**src/rtl/intadd_opnd_loader_if.sv**
```systemverilog
// Bus between the beat producer, the operand loader and the add8 consumer.
interface intadd_opnd_loader_if #(
  parameter int unsigned BEAT_W = 32,
  parameter int unsigned DATA_W = 128
);
  logic              in_valid;
  logic              in_ready;
  logic [BEAT_W-1:0] in_data;
  logic [2:0]        in_sign;
  logic              in_par;
  logic              flush;
  logic              op_valid;
  logic              op_ready;
  logic [DATA_W-1:0] src0;
  logic [DATA_W-1:0] src1;
  logic [DATA_W-1:0] src2;
  logic              sign_s0;
  logic              sign_s1;
  logic              sign_s2;
  logic              par_err;

  // Producer/consumer side of the bus.
  modport master (
    output in_valid, in_data, in_sign, in_par, flush, op_ready,
    input  in_ready, op_valid, src0, src1, src2, sign_s0, sign_s1, sign_s2, par_err
  );

  // Loader side of the bus.
  modport slave (
    input  in_valid, in_data, in_sign, in_par, flush, op_ready,
    output in_ready, op_valid, src0, src1, src2, sign_s0, sign_s1, sign_s2, par_err
  );
endinterface

```
**src/rtl/intadd_opnd_loader.sv**
```systemverilog
// Stages three DATA_W operands plus sign flags from a BEAT_W beat stream for add8.
// Optional beat parity checking is enabled by defining INTADD_LDR_PARITY_EN.
module intadd_opnd_loader #(
  parameter int unsigned BEAT_W = 32,
  parameter int unsigned DATA_W = 128
) (
  input logic                 clk,
  input logic                 rst,
  intadd_opnd_loader_if.slave bus
);

  localparam int unsigned BEATS_PER_OP  = DATA_W / BEAT_W;
  localparam int unsigned BEATS_PER_SET = 3 * BEATS_PER_OP;
  localparam int unsigned CNT_W         = $clog2(BEATS_PER_SET);
  localparam logic [CNT_W-1:0] LAST_BEAT = CNT_W'(BEATS_PER_SET - 1);

  typedef enum logic {
    ST_LOAD = 1'b0,
    ST_HOLD = 1'b1
  } state_t;

  state_t            state;
  logic [CNT_W-1:0]  beat_cnt;
  logic [BEAT_W-1:0] beat_q [BEATS_PER_SET];
  logic              in_ready_q;
  logic              op_valid_q;
  logic [2:0]        sign_q;
  logic              par_err_q;
  logic              par_bad_c;

`ifdef INTADD_LDR_PARITY_EN
  assign par_bad_c = (^bus.in_data) ^ bus.in_par;
`else
  logic unused_par;
  assign unused_par = bus.in_par;
  assign par_bad_c  = 1'b0;
`endif

  // Flush wins over a same-cycle beat; the held set in HOLD ignores flush entirely.
  always_ff @(posedge clk or posedge rst) begin
    if (rst) begin
      state      <= ST_LOAD;
      beat_cnt   <= '0;
      in_ready_q <= 1'b1;
      op_valid_q <= 1'b0;
      sign_q     <= '0;
      par_err_q  <= 1'b0;
      for (int unsigned i = 0; i < BEATS_PER_SET; i++) begin
        beat_q[i] <= '0;
      end
    end else begin
      case (state)
        ST_LOAD: begin
          if (bus.flush) begin
            beat_cnt <= '0;
          end else if (bus.in_valid) begin
            beat_q[beat_cnt] <= bus.in_data;
            if (beat_cnt == '0) begin
              sign_q <= bus.in_sign;
            end
            if (par_bad_c) begin
              par_err_q <= 1'b1;
            end
            if (beat_cnt == LAST_BEAT) begin
              beat_cnt   <= '0;
              state      <= ST_HOLD;
              in_ready_q <= 1'b0;
              op_valid_q <= 1'b1;
            end else begin
              beat_cnt <= beat_cnt + CNT_W'(1);
            end
          end
        end
        ST_HOLD: begin
          if (bus.op_ready) begin
            state      <= ST_LOAD;
            in_ready_q <= 1'b1;
            op_valid_q <= 1'b0;
          end
        end
        default: begin
          state      <= ST_LOAD;
          in_ready_q <= 1'b1;
          op_valid_q <= 1'b0;
        end
      endcase
    end
  end

  // Beat k of an operand occupies bits [k*BEAT_W +: BEAT_W].
  for (genvar k = 0; k < BEATS_PER_OP; k++) begin : g_lane
    assign bus.src0[k*BEAT_W +: BEAT_W] = beat_q[k];
    assign bus.src1[k*BEAT_W +: BEAT_W] = beat_q[BEATS_PER_OP + k];
    assign bus.src2[k*BEAT_W +: BEAT_W] = beat_q[2*BEATS_PER_OP + k];
  end

  assign bus.in_ready = in_ready_q;
  assign bus.op_valid = op_valid_q;
  assign bus.sign_s0  = sign_q[0];
  assign bus.sign_s1  = sign_q[1];
  assign bus.sign_s2  = sign_q[2];
  assign bus.par_err  = par_err_q;

endmodule
```
**src/flat_wrapper.sv**
```systemverilog
// flat-port wrapper written by rule: the top's interface ports become plain ports
module intadd_opnd_loader_flat 
#(
  parameter int unsigned BEAT_W = 32,
  parameter int unsigned DATA_W = 128
)
  (clk, rst, bus_in_valid, bus_in_data, bus_in_sign, bus_in_par, bus_flush, bus_op_ready, bus_in_ready, bus_op_valid, bus_src0, bus_src1, bus_src2, bus_sign_s0, bus_sign_s1, bus_sign_s2, bus_par_err);
  intadd_opnd_loader_if #(.BEAT_W(BEAT_W), .DATA_W(DATA_W)) bus_i ();
  input logic clk;
  input logic rst;
  input wire logic [$bits(bus_i.in_valid)-1:0] bus_in_valid;
  input wire logic [$bits(bus_i.in_data)-1:0] bus_in_data;
  input wire logic [$bits(bus_i.in_sign)-1:0] bus_in_sign;
  input wire logic [$bits(bus_i.in_par)-1:0] bus_in_par;
  input wire logic [$bits(bus_i.flush)-1:0] bus_flush;
  input wire logic [$bits(bus_i.op_ready)-1:0] bus_op_ready;
  output wire logic [$bits(bus_i.in_ready)-1:0] bus_in_ready;
  output wire logic [$bits(bus_i.op_valid)-1:0] bus_op_valid;
  output wire logic [$bits(bus_i.src0)-1:0] bus_src0;
  output wire logic [$bits(bus_i.src1)-1:0] bus_src1;
  output wire logic [$bits(bus_i.src2)-1:0] bus_src2;
  output wire logic [$bits(bus_i.sign_s0)-1:0] bus_sign_s0;
  output wire logic [$bits(bus_i.sign_s1)-1:0] bus_sign_s1;
  output wire logic [$bits(bus_i.sign_s2)-1:0] bus_sign_s2;
  output wire logic [$bits(bus_i.par_err)-1:0] bus_par_err;
  assign bus_i.in_valid = bus_in_valid;
  assign bus_i.in_data = bus_in_data;
  assign bus_i.in_sign = bus_in_sign;
  assign bus_i.in_par = bus_in_par;
  assign bus_i.flush = bus_flush;
  assign bus_i.op_ready = bus_op_ready;
  assign bus_in_ready = bus_i.in_ready;
  assign bus_op_valid = bus_i.op_valid;
  assign bus_src0 = bus_i.src0;
  assign bus_src1 = bus_i.src1;
  assign bus_src2 = bus_i.src2;
  assign bus_sign_s0 = bus_i.sign_s0;
  assign bus_sign_s1 = bus_i.sign_s1;
  assign bus_sign_s2 = bus_i.sign_s2;
  assign bus_par_err = bus_i.par_err;
  intadd_opnd_loader #(.BEAT_W(BEAT_W), .DATA_W(DATA_W)) u_core (.clk(clk), .rst(rst), .bus(bus_i));
endmodule
```
**config.mk**
```make
export PLATFORM = sky130hd
export DESIGN_NAME = intadd_opnd_loader_flat
export DESIGN_NICKNAME = d
export VERILOG_FILES = /design/src/rtl/intadd_opnd_loader_if.sv /design/src/rtl/intadd_opnd_loader.sv /design/src/flat_wrapper.sv
export SDC_FILE = /design/constraint.sdc
export NUM_CORES = 1
export LEC_CHECK = 0
export BUFFER_PORTS_ARGS = -buffer_cell sky130_fd_sc_hd__buf_2
export CORE_MARGIN = 4
export CORE_UTILIZATION = 55
export DETAILED_ROUTE_END_ITERATION = 6
export PLACE_DENSITY_LB_ADDON = 0.2
export REMOVE_ABC_BUFFERS = 1
export SLEW_MARGIN = 20
export SYNTH_ARGS = -nofsm -noshare
export SYNTH_HDL_FRONTEND = slang
export SYNTH_SLANG_ARGS = --single-unit
export TNS_END_PERCENT = 10
```
**constraint.sdc**
```tcl
create_clock -name clk -period 30.2 [get_ports clk]
set_clock_uncertainty 0.15 [all_clocks]
set_input_delay 9.06 -clock clk [delete_from_list [all_inputs] [get_ports clk]]
set_output_delay 9.06 -clock clk [all_outputs]
set_load 0.1 [all_outputs]
```
==> results.md <==
- The total power density per cell area is 89.20 mW/mm^2.
- The clock reaches the later pin of the worst-skew pair after 0.51 ns.
- Global routing used 25.76% of the available tracks.
- The synthesized netlist devotes 0.05818% of its cell area to XOR and XNOR gates.
- The number of antenna diodes in the final layout is 0.
- The initial antenna violation count is 1.
- In this run the remaining antenna-violating nets after routing total 0.
- The clock period minus final worst setup slack is 11.10 ns.
- In this run the worst setup path begins at bus_flush.
- The count of vias placed by the detailed router is 9102.
- After global routing the overflow that remains totals 0.
- Setup violations remaining at the end of the flow were counted as 0.
- Of the total synthesized cell area, the portion taken by full adders, half adders and majority gates is 0.3324%.
- The congestion estimate from routability-driven global placement came to 0.7714.
- For the worst setup path, the data arrival time is 11.34 ns.
- After technology mapping, the gate count stands at 904.
- The run finished with clean final reports.
- The met1 demand-to-capacity share in global routing is 33.22%.
- The number of buffers inserted by port buffering is 428.
- The worst register-to-register path has a depth of 3.
- After clock tree synthesis, the setup repair step added 0 buffers.
- After clock tree synthesis, the clock-pin slew on the worst setup and hold paths is 0.06 ns.
- The synthesis-to-layout area growth is 23.88%.
- met2 is the most crowded layer.
- Dividing the detail-routed via count by the number of cells gives 5.434.
- The longest clock path from root to sink contains 3 buffers.
- The final routed wirelength across all metal layers is 39190 um.
- The count of final max-slew check failures came to 0.
- After synthesis, the share of cell area in mux cells is 29.05%.
- The met3 demand-to-capacity share in global routing is 7.415%.
- Static timing analysis puts the maximum clock frequency at 90.10 MHz.
- Each instance of the synthesized netlist takes up on average 16.65 um^2.
- The total count of hold-check failures in the final report is 0.
- The path type of the worst min-delay path is reg -> reg.
- Entering global routing, the biggest net connects 198 pins.
- The minimum setup slack among reg-to-reg paths is 27.24 ns.
- Hold is met by 0.3319 ns.
- The HPWL after detailed placement is 24780 um.
- The termination of the worst setup path is u_core.bus.src2[78].
- The capturing point of the worst reg2reg path is u_core.bus.src2[78].
- The die area is 0.03008 mm^2.
- By area, the combinational part of the netlist is dominated by multiplexers.
- The number of H-tree branching levels is 2.
- After clock tree synthesis, the flow added hold-fix buffers numbering 0.
- In the final layout, the share of cells above drive strength 1 is 65.97%.
- The worst hold path begins at u_core.bus.src1[45].
- The unique cell type count in the Yosys netlist is 30.
- Setup repair after global routing left no endpoint under its margin.
- The count of unresolved DRC violations after routing is 0.
- The number of global-route vias before repair is 9705.
- In this run the critical register-to-register path is launched from u_core.state.
- The chip width is 173.4 um.
- Post-CTS repair changed the size of 0 cells.
- Once the floorplan was initialized, standard cells occupied 55.86% of the core.
- Measured along the y axis, the die boundary spans 173.4 um.
- The maximum vdd drop is 0.06184 mV.
- TritonCTS built the clock tree.
- The synthesized netlist devotes 1.679% of its cell area to simple gates.
- Counting every sink on the clock net gives 394.
- The register area share after synthesis is 65.50%.
- The first global-routing pass estimated 60140 um of wire.
- The transition time of the tightest slew-check pin is 1.128 ns.
- The floorplan step defined a core boundary enclosing 0.02695 mm^2.
- Cells fill 69.20% of the core in the end.
- The post-synthesis sequential element count is 394.
- Max-cap violations in this run came to 0.
- In this run the worst path has a maximum fanout of 32.
- The part of the cycle the worst path needs is 36.75%.
- The average routed wire per standard cell is 23.39 um.
- The number of nets at the end of the flow is 1349.
- The met2 usage is 42.16%.
- The library cell used as clock root buffer is clkbuf_16.
- The path type of the worst setup path is in -> reg.
- For the worst setup path, the data required time is 30.45 ns.
- The synthesized netlist devotes 0.4488% of its cell area to compound gates.
- The filler cells instantiated in the layout total 1913.
- For this run, the number of Yosys warnings is 0.
- The post-route setup TNS is 0 ns.
- After the first detailed-routing iteration, the DRC count stood at 421.
- The total iterations of the first detailed-routing run is 4.
- Summed over all cells, the static leakage comes to 10.57 nW.
- In this run the tightest slew margin relative to its limit is 24.82%.
- The launching element type of the critical path is an input port.
- The count of standard-cell rows is 60.
- The synthesized cell area is 0.01505 mm^2.
- The number of top-level design ports is 431.
- The worst setup path is captured at a flop.
- The clock buffer count from CTS is 41.
metrics by stage:
stage                     worst slack, ns  cells  instance area (um^2)  power (W)
after floorplan                     10.04    828                 14630   0.001080
after global placement              18.63   1601                 17260   0.001172
after global routing                19.01   1675                 18650   0.001718
final                               19.10   1675                 18650   0.001664
after detailed placement            18.59   1601                 17260   0.001179
after CTS                           19.14   1674                 18620   0.001676
cell usage after synthesis:
cell / n / share of area [%]
mux2_4: 4 / 0.40
o21ai_0: 4 / 0.13
dfstp_2: 1 / 0.17
a211o_1: 1 / 0.058
nor3_1: 2 / 0.066
nor2b_1: 3 / 0.12
buf_1: 5 / 0.12
a21oi_1: 1 / 0.033
dfrtp_1: 393 / 65
o21bai_1: 1 / 0.050
mux2_1: 17 / 1.3
nor4b_4: 1 / 0.16
and3_1: 3 / 0.12
a22o_1: 2 / 0.12
nand4b_4: 2 / 0.32
or2b_1: 1 / 0.050
ha_1: 4 / 0.33
nor2_1: 1 / 0.025
buf_4: 10 / 0.50
a2111oi_0: 1 / 0.058
buf_2: 14 / 0.47
conb_1: 1 / 0.025
nand3_4: 4 / 0.47
buf_6: 11 / 0.82
inv_1: 4 / 0.10
nand2_1: 9 / 0.22
xor2_1: 1 / 0.058
nor3b_4: 1 / 0.12
clkbuf_1: 36 / 0.90
mux2_2: 366 / 27
worst min-delay path by stage:
stage,end,slack [ns],cells after the start
floorplan,u_core.beat_cnt[1],0.39,1
CTS,u_core.bus.src1[45],0.34,1
finish,u_core.bus.src1[45],0.33,1
detailed placement,u_core.bus.src1[23],0.32,1
global placement,u_core.bus.src1[44],0.32,1
global route,u_core.bus.src1[45],0.35,1
cells by family (layout without fill, tap and decap cells):
logic type               Yosys count  in the layout
multiplexers                     387            387
AO/OA/AOI/OAI                     10             10
flip-flops                       394            394
adder cells (fa/ha/maj)            4              4
other                              1              1
XOR/XNOR                           1              1
buffers and inverters             80            510
AND/OR/NAND/NOR                   27             27
power by group:
group	switching, W	total [W]	internal (W)
sequential	0.0000264	0.000609	0.000583
combinational	0.000479	0.000559	0.0000797
clock	0.000196	0.000495	0.000300
registers in the layout, indices dropped and copies added, names as in the netlist:
register             cells
u_core.bus.src2        128
u_core.bus.op_valid      1
u_core.state             1
u_core.bus.src1        128
u_core.sign_q            3
u_core.bus.in_ready      1
u_core.bus.src0        128
u_core.beat_cnt          4
critical path, cell delays in order:
cell	delay [ns]
buf_2	0.17
nor3b_4	0.65
nand4b_4	0.83
mux2_1	0.61
routing by layer:
layer / routed length, um / share of wire [%] / up-vias
li1: - / - / 3961
met1: 15710 / 40 / 4694
met2: 18770 / 48 / 362
met3: 3264 / 8.3 / 83
met4: 1418 / 3.6 / 2
met5: 13 / 0.033 / -
cell type report:
cell class                 instances  area (um^2)  area share [%]
clock buffer                      71         1341           7.192
tap                              341        426.7           2.288
timing repair buffer             433         2212           11.86
multi-input combinational        430         4772           25.59
inverter                           4        22.52          0.1208
clock inverter                     2        13.76         0.07380
sequential                       394         9861           52.87
placed cells by master, fill, tap and decap left out, types with 2 or more instances in the layout:
cell and count:
buf_2 428, dfrtp_1 393, mux2_2 366, clkbuf_16 43
mux2_1 17, clkbuf_8 16, clkbuf_1 12, nand2_1 6
nand3_4 4, o21ai_0 4, mux2_4 4, ha_1 4
and3_2 3, nor2b_1 3, inv_1 3, buf_4 3
nand2_2 2, nand4b_4 2, a22o_1 2, nor3_1 2
Note: power is estimated with default switching activity, not from simulation.
